<file path="src/rtl/uart_pkg.sv">
// uart_pkg: state encoding and default timing shared by the UART receive and transmit controllers
package uart_pkg;
    typedef enum logic [1:0] {IDLE, START, DATA, STOP} rx_state_t;
    localparam int OVS_DEF      = 16;
    localparam int BAUD_DIV_DEF = 27;
endpackage

</file>
<file path="src/rtl/uart_baud_tick.sv">
// uart_baud_tick: oversample tick generator, held at phase zero while clr_i is high
module uart_baud_tick #(
    parameter int BAUD_DIV = 27
) (
    input  logic clk_i,
    input  logic rst_i,
    input  logic clr_i,
    output logic tick_o
);
    localparam int CW = $clog2(BAUD_DIV);
    localparam logic [CW-1:0] LAST = CW'(BAUD_DIV - 1);
    logic [CW-1:0] cnt_q;
    assign tick_o = ~clr_i & (cnt_q == LAST);
    always_ff @(posedge clk_i or negedge rst_i) begin
        if (!rst_i) cnt_q <= '0;
        else        cnt_q <= (clr_i || cnt_q == LAST) ? '0 : cnt_q + CW'(1);
    end
endmodule

</file>
<file path="src/rtl/uart_rx_ctrl.sv">
// uart_rx_ctrl: UART receiver with line synchroniser, oversampled frame FSM,
// one-entry valid/ready holding buffer and sticky framing/overrun flags
module uart_rx_ctrl
    import uart_pkg::*;
#(
    parameter int BAUD_DIV = BAUD_DIV_DEF,
    parameter int OVS      = OVS_DEF,
    parameter int DATA_W   = 8
) (
    input  logic              clk_i,
    input  logic              rst_i,
    input  logic              rx_i,
    input  logic              en_i,
    input  logic              clr_err_i,
    input  logic              ready_i,
    output logic [DATA_W-1:0] data_o,
    output logic              valid_o,
    output logic              frame_err_o,
    output logic              overrun_o,
    output logic              busy_o
);
    localparam int SW = $clog2(OVS);
    localparam int BW = $clog2(DATA_W);
    localparam logic [SW-1:0] S_MID = SW'(OVS / 2 - 1);
    localparam logic [SW-1:0] S_END = SW'(OVS - 1);
    localparam logic [BW-1:0] B_END = BW'(DATA_W - 1);

    logic              sync_q, cur_q, prev_q;
    rx_state_t         state_q;
    logic [SW-1:0]     s_q;
    logic [BW-1:0]     bit_q;
    logic [DATA_W-1:0] sh_q, data_q;
    logic              valid_q, fe_q, ov_q, busy_q;
    logic              tick, fall, done, good, bad;

    uart_baud_tick #(.BAUD_DIV(BAUD_DIV)) u_tick (
        .clk_i (clk_i),
        .rst_i (rst_i),
        .clr_i (state_q == IDLE),
        .tick_o(tick)
    );

    assign fall = prev_q & ~cur_q;
    assign done = en_i && tick && state_q == STOP && s_q == S_END;
    assign good = done & cur_q;
    assign bad  = done & ~cur_q;

    always_ff @(posedge clk_i or negedge rst_i) begin
        if (!rst_i) {prev_q, cur_q, sync_q} <= 3'b111;
        else        {prev_q, cur_q, sync_q} <= {cur_q, sync_q, rx_i};
    end

    always_ff @(posedge clk_i or negedge rst_i) begin
        if (!rst_i) begin
            state_q <= IDLE;
            busy_q  <= 1'b0;
            s_q     <= '0;
            bit_q   <= '0;
            sh_q    <= '0;
        end else if (!en_i) begin
            state_q <= IDLE;
            busy_q  <= 1'b0;
        end else begin
            case (state_q)
                IDLE: if (fall) begin
                    state_q <= START;
                    busy_q  <= 1'b1;
                    s_q     <= '0;
                end
                START: if (tick) begin
                    if (s_q != S_MID) s_q <= s_q + SW'(1);
                    else if (cur_q) begin
                        state_q <= IDLE;
                        busy_q  <= 1'b0;
                    end else begin
                        state_q <= DATA;
                        s_q     <= '0;
                        bit_q   <= '0;
                    end
                end
                DATA: if (tick) begin
                    s_q <= (s_q == S_END) ? '0 : s_q + SW'(1);
                    if (s_q == S_END) begin
                        sh_q  <= {cur_q, sh_q[DATA_W-1:1]};
                        bit_q <= bit_q + BW'(1);
                        if (bit_q == B_END) state_q <= STOP;
                    end
                end
                STOP: if (tick) begin
                    s_q <= (s_q == S_END) ? '0 : s_q + SW'(1);
                    if (s_q == S_END) begin
                        state_q <= IDLE;
                        busy_q  <= 1'b0;
                    end
                end
            endcase
        end
    end

    // A completed byte replaces the held one only if the buffer is empty or being drained
    always_ff @(posedge clk_i or negedge rst_i) begin
        if (!rst_i) begin
            data_q  <= '0;
            valid_q <= 1'b0;
            fe_q    <= 1'b0;
            ov_q    <= 1'b0;
        end else begin
            if (good && (!valid_q || ready_i)) data_q <= sh_q;
            valid_q <= good | (valid_q & ~ready_i);
            fe_q    <= bad | (fe_q & ~clr_err_i);
            ov_q    <= (good & valid_q & ~ready_i) | (ov_q & ~clr_err_i);
        end
    end

    assign data_o      = data_q;
    assign valid_o     = valid_q;
    assign frame_err_o = fe_q;
    assign overrun_o   = ov_q;
    assign busy_o      = busy_q;
endmodule

</file>
<file path="config.mk">
export PLATFORM = sky130hd
export DESIGN_NAME = uart_rx_ctrl
export DESIGN_NICKNAME = d
export VERILOG_FILES = /design/src/rtl/uart_pkg.sv /design/src/rtl/uart_baud_tick.sv /design/src/rtl/uart_rx_ctrl.sv
export SDC_FILE = /design/constraint.sdc
export NUM_CORES = 1
export LEC_CHECK = 0
export ABC_AREA = 1
export CAP_MARGIN = 30
export CORE_MARGIN = 1.5
export CORE_UTILIZATION = 55
export CTS_CLUSTER_DIAMETER = 120
export DETAILED_ROUTE_END_ITERATION = 12
export PLACE_DENSITY = 0.75
export REMOVE_ABC_BUFFERS = 1
export SKIP_LAST_GASP = 1
export SYNTH_ARGS = -nofsm -noshare
export SYNTH_HDL_FRONTEND = slang
export SYNTH_HIERARCHICAL = 1
export SYNTH_SLANG_ARGS = --single-unit
</file>
<file path="constraint.sdc">
create_clock -name clk_i -period 2.2 [get_ports clk_i]
set_clock_uncertainty 0.15 [all_clocks]
set_input_delay 0.44 -clock clk_i [delete_from_list [all_inputs] [get_ports clk_i]]
set_output_delay 0.44 -clock clk_i [all_outputs]
set_load 0.01 [all_outputs]
</file>
Yosys cells after proc, flatten, opt, wreduce, memory -nomap -nowiden
Index checks and enable logic that the tools add are counted.

word-level totals
  logic and storage cells = 105
  register bits after elaboration = 37
  bits of input ports = 6
  output and inout port bits = 12

cells by class
  reduce and logical (&&, ||, !) cells = 15
  multiplexer cells = 33
  bitwise operators = 16
  equality and inequality tests = 25
  $add $sub $neg = 3

operators with widths
  kind                                                   count
  inequality test 3 bit, second input constant           9
  two-way mux 4 bit                                      6
  two-way mux 2 bit                                      10
  two-way mux 3 bit                                      5
  AND reduction 7 bit                                    2
  inequality test 2 bit, second input constant           6
  one-hot mux 4 bit (3 select lines)                     1
  AND 1 bit                                              9
  one-hot mux 2 bit (4 select lines)                     1
  AND reduction 8 bit                                    1
  two-way mux 1 bit                                      7
  one-hot mux 3 bit (2 select lines)                     1
  adder 5 x 1 -> 5 bit, second input constant            1
  equality test 5 bit, second input constant             1
  two-way mux 5 bit                                      1
  AND reduction 5 bit                                    1
  adder 4 x 1 -> 4 bit, second input constant            1
  equality test 2 bit, second input constant             2
  equality test 4 bit, second input constant             1
  logical AND 1 bit                                      4
  inequality test 4 x 1 -> 1 bit, second input constant  1
  inequality test 4 x 3 -> 1 bit, second input constant  1
  NOT 1 bit                                              4
  AND reduction 4 bit                                    1
  other kinds (12)                                       15

Longest topological paths before layout
  word-level depth = 10
  mapped depth = 13

By module
The synthesis kept the hierarchy.

by module, submodules not included
  module          times used  seq. area each (um2)  area an instance (um2)  cells each
  uart_rx_ctrl    1           804.5                 1589.0                  187
  uart_baud_tick  1           125.1                 260.2                   31

Least setup slack after synthesis
Ideal clock, no wire load.

  path type = register to register
  start = register u_tick.cnt_q[0]
  end = register data_q[6] (netlist: data_o[6])
  setup slack = 219 ps
  cell stages (with the launch flop) = 13
  path buffers = 1
  data arrival time = 1714 ps
  clock period less this slack = 1981 ps
  path through = dfrtp_1 > inv_1 > ha_1 > nand2_1 > inv_1 > nand2_2 > nor2_1 > nand2_2 > nor2_2 > nand4_4 > buf_6 > nand2_2 > o21ai_2

between the ends
  cells in the longest elaborated chain, start to end = 7

RTL lines
  element                          RTL line              RTL
  from (decl)                      uart_baud_tick.sv:12  logic [CW-1:0] cnt_q;
  from (signal assigned)           uart_baud_tick.sv:16  else cnt_q <= (clr_i || cnt_q == LAST) ? '0 : cnt_q + CW'(1);
  equality test 5 bit              uart_baud_tick.sv:13  assign tick_o = ~clr_i & (cnt_q == LAST);
  AND 1 bit                        uart_baud_tick.sv:13
  net tick                         uart_rx_ctrl.sv:34    logic tick, fall, done, good, bad;
  logical AND 1 bit (3 in series)  uart_rx_ctrl.sv:44    assign done = en_i && tick && state_q == STOP && s_q == S_END;
  AND 1 bit                        uart_rx_ctrl.sv:45    assign good = done & cur_q;
  logical AND 1 bit                uart_rx_ctrl.sv:108   if (good && (!valid_q || ready_i)) data_q <= sh_q;
  to (signal assigned)             uart_rx_ctrl.sv:108
  to (decl)                        uart_rx_ctrl.sv:32    logic [DATA_W-1:0] sh_q, data_q;

The timed path passes the listed nets, and every way through them passes these cells.
A chain may end at the register's enable or synchronous reset.

Worst setup path in the final report
  start = register u_tick.cnt_q[0]
  end = register s_q[2]

between the ends
  cells in the longest elaborated chain, start to end = 4

RTL lines
  element                                                                                   RTL line              RTL
  equality test 5 bit *                                                                     uart_baud_tick.sv:13
  AND 1 bit *                                                                               uart_baud_tick.sv:13
  net tick                                                                                  uart_rx_ctrl.sv:34
  inequality test 2 bit (no source line) or inequality test 2 x 1 -> 1 bit (tied branches)  --
  AND reduction 5 bit (no source line) *                                                    --
  to (signal assigned)                                                                      uart_rx_ctrl.sv:71    if (s_q != S_MID) s_q <= s_q + SW'(1);
  to (signal assigned)                                                                      uart_rx_ctrl.sv:82    s_q <= (s_q == S_END) ? '0 : s_q + SW'(1);
  to (signal assigned)                                                                      uart_rx_ctrl.sv:90    s_q <= (s_q == S_END) ? '0 : s_q + SW'(1);
  to (decl)                                                                                 uart_rx_ctrl.sv:30    logic [SW-1:0] s_q;

The timed path passes the listed nets; every way through them passes the cells marked *.

==> flow_summary.json <==
{
  "run_status": "completed",
  "first_global_vias": 1342,
  "post-place-ws_ns": 0.147,
  "worstPathArrival_ns": 2.07,
  "power.density_nw_per_um2": 704,
  "setup_viol": 0,
  "p_leak_nw": 1.10,
  "finalHoldViolCount": 0,
  "grt_max_degree": 38,
  "async_reset_ff_frac": 1.00,
  "wl_met2_mm": 1.82,
  "synth-seq-cells": 37,
  "worst_pin_slew_ns": 0.452,
  "antenna_found_initial": 0,
  "area_delta_synth_final_pct": 17.1,
  "die_w_um": 61.0,
  "vias_per_cell": 5.15,
  "nets": 257,
  "grt_pass1_wl_mm": 5.73,
  "die_y_um": 61.0,
  "die-area_um2": 3720,
  "clk_pin_slew_ns": 0.11,
  "highest_layer": "met4",
  "cts_root_buffer": "clkbuf_4",
  "yosysSeqAreaShare": 0.503,
  "critPathKind": "reg -> reg",
  "ir_drop_uv": 544,
  "place_congestion": 0.878,
  "firstDrtPassIters": 4,
  "cts_tree": "done",
  "ant_nets": 0,
  "synthMuxAreaShare": 0,
  "routedWlPerCell_um": 11.7,
  "post_synth_fa_ha_maj_area_fraction": 0.0338,
  "num_rows": 20,
  "yosys.area_share.xor_xnor": 0.0142,
  "synth_top_family_by_area": "simple AND/OR/NAND/NOR gates",
  "clock_path_buffers": 2,
  "period_minus_slack_ns": 1.98,
  "layout-drive-gt1-share": 0.150,
  "cap_violations": 0,
  "dr.first_iter.drc_count": 69,
  "clk_latency_ns": 0.34,
  "required_ns": 2.29,
  "final_cell_mix": "61 x nand2_1, 34 x dfrtp_1, 29 x inv_1",
  "timing.final.max_slew_violations": 0,
  "relSlewSlack": 0.699,
  "setup_tns_ns": 0,
  "core_area_um2": 3130,
  "critPathLaunchType": "flip-flop",
  "vias": 1499,
  "synth_edf_count": 0,
  "fillerInstances": 275,
  "ys.flop_type": "dfrtp_1",
  "grt.total_usage": 0.210,
  "insertedDiodeCount": 0,
  "synthSimpleGateAreaFrac": 0.288,
  "drt-met1-wl_mm": 1.41,
  "io_buffers": 17,
  "final_common_cell": "nand2_1",
  "whs_ns": 0.213,
  "cts_buffers": 5,
  "start_util": 0.591,
  "grt_overflow_total": 0,
  "drc": 0,
  "place_hpwl_mm": 2.47,
  "synth.distinct_cells": 25,
  "wirelength_mm": 3.41,
  "synth_warnings": 6,
  "fin_crit_sh": 0.900,
  "cts_max_level": 2,
  "rsz0062_at_grt": "false",
  "hp-class": "reg -> reg",
  "critPathCaptureType": "flip-flop",
  "worst_slack_ns": 0.221,
  "cts_sinks": 37,
  "clock.fmax_ghz": 0.505,
  "worstPathMaxFanout": 6,
  "syn_inst": 218,
  "io_pins": 18,
  "synth_area_um2": 1850,
  "dr_wl_met3_um": 145,
  "syn_area_per_cell_um2": 8.48,
  "synth_compound_area_frac": 0.0846
}
## Yosys cell counts, types with 2 or more instances
cell     count  area (µm²)
nand3_1     14        70.1
nand2_1     61         229
ha_1         5        62.6
o21ai_2      8        70.1
nor2_2       3        18.8
o21ai_0     14        70.1
dfrtp_1     34         851
nand2_2      5        31.3
dfstp_2      3        78.8
xor2_1       2        17.5
inv_1       29         109
buf_6        2        22.5
nand4_1      6        37.5
nor2_1      21        78.8
## metal layers
metal,GRT usage,up-vias
li1,-,751
met1,0.249,702
met2,0.379,42
met3,0.0512,4
met4,0.0590,0
met5,0,-
## critical path, stage by stage (launching register included)
cell     delay (ns)
dfrtp_1        0.44
inv_1          0.08
ha_1           0.14
nand2_1        0.05
inv_1          0.06
nand2_2        0.06
nor2_1         0.15
buf_4          0.17
or2_1          0.10
nand2_1        0.04
nor2_1         0.15
nand2_1        0.15
nand2_1        0.08
o21ai_1        0.06
## final cells by class
| cell class | count | area, µm² | share of cell area |
|---|---|---|---|
| inverters | 30 | 113 | 0.0520 |
| flip-flops and latches | 37 | 930 | 0.429 |
| clock buffers | 7 | 45.0 | 0.0208 |
| multi-input cells | 148 | 779 | 0.360 |
| clock inverters | 1 | 7.51 | 0.00347 |
| well taps | 44 | 55.1 | 0.0254 |
| repair buffers | 24 | 235 | 0.109 |
## repair_timing
action	CTS	global route
gates resized for setup	0	1
endpoints found under the hold margin	0	0
endpoints found under the setup margin	0	4
hold buffers	0	0
buffers inserted	0	1
## through the flow
step	util	area [µm²]	cells	total power, mW
floorplan	-	1820	215	1.05
global placement	0.668	2090	282	1.16
detailed placement	0.668	2090	282	1.18
CTS	0.685	2140	290	1.53
global route	0.692	2160	291	1.62
finish	0.692	2160	291	1.52
## sequential cells by signal (all words and copies together) (netlist names)
register / flops
state_q: 2
valid_o: 1
sync_q: 1
prev_q: 1
cur_q: 1
u_tick/cnt_q: 5
s_q: 4
busy_o: 1
overrun_o: 1
bit_q: 3
data_o: 8
frame_err_o: 1
sh_q: 8
## worst paths after layout
check,from,slack [ns],end,cells after the start
max in group asynchronous,rst_i,1.19,sync_q,2
min in group asynchronous,rst_i,0.35,s_q[3],2
setup / recovery,u_tick/cnt_q[0],0.22,s_q[2],13
setup reg to reg,u_tick/cnt_q[0],0.22,s_q[2],13
hold reg to reg,sync_q,0.21,cur_q,0
hold / removal,sync_q,0.21,cur_q,0
## cells by family after synthesis
kind of cell,Yosys count
AOI/OAI and AO/OA,25
xor gates and xnor gates,3
adders and majority gates,5
buffers and inverters,33
DFF,37
and+or+nand+nor,115
## report_power, final
group	total [mW]	internal (mW)	switching, mW
clock	0.346	0.126	0.219
combinational	0.389	0.141	0.248
sequential	0.789	0.731	0.0576
total	1.52	0.999	0.525
No activity file was read; power rests on OpenSTA's default activity.
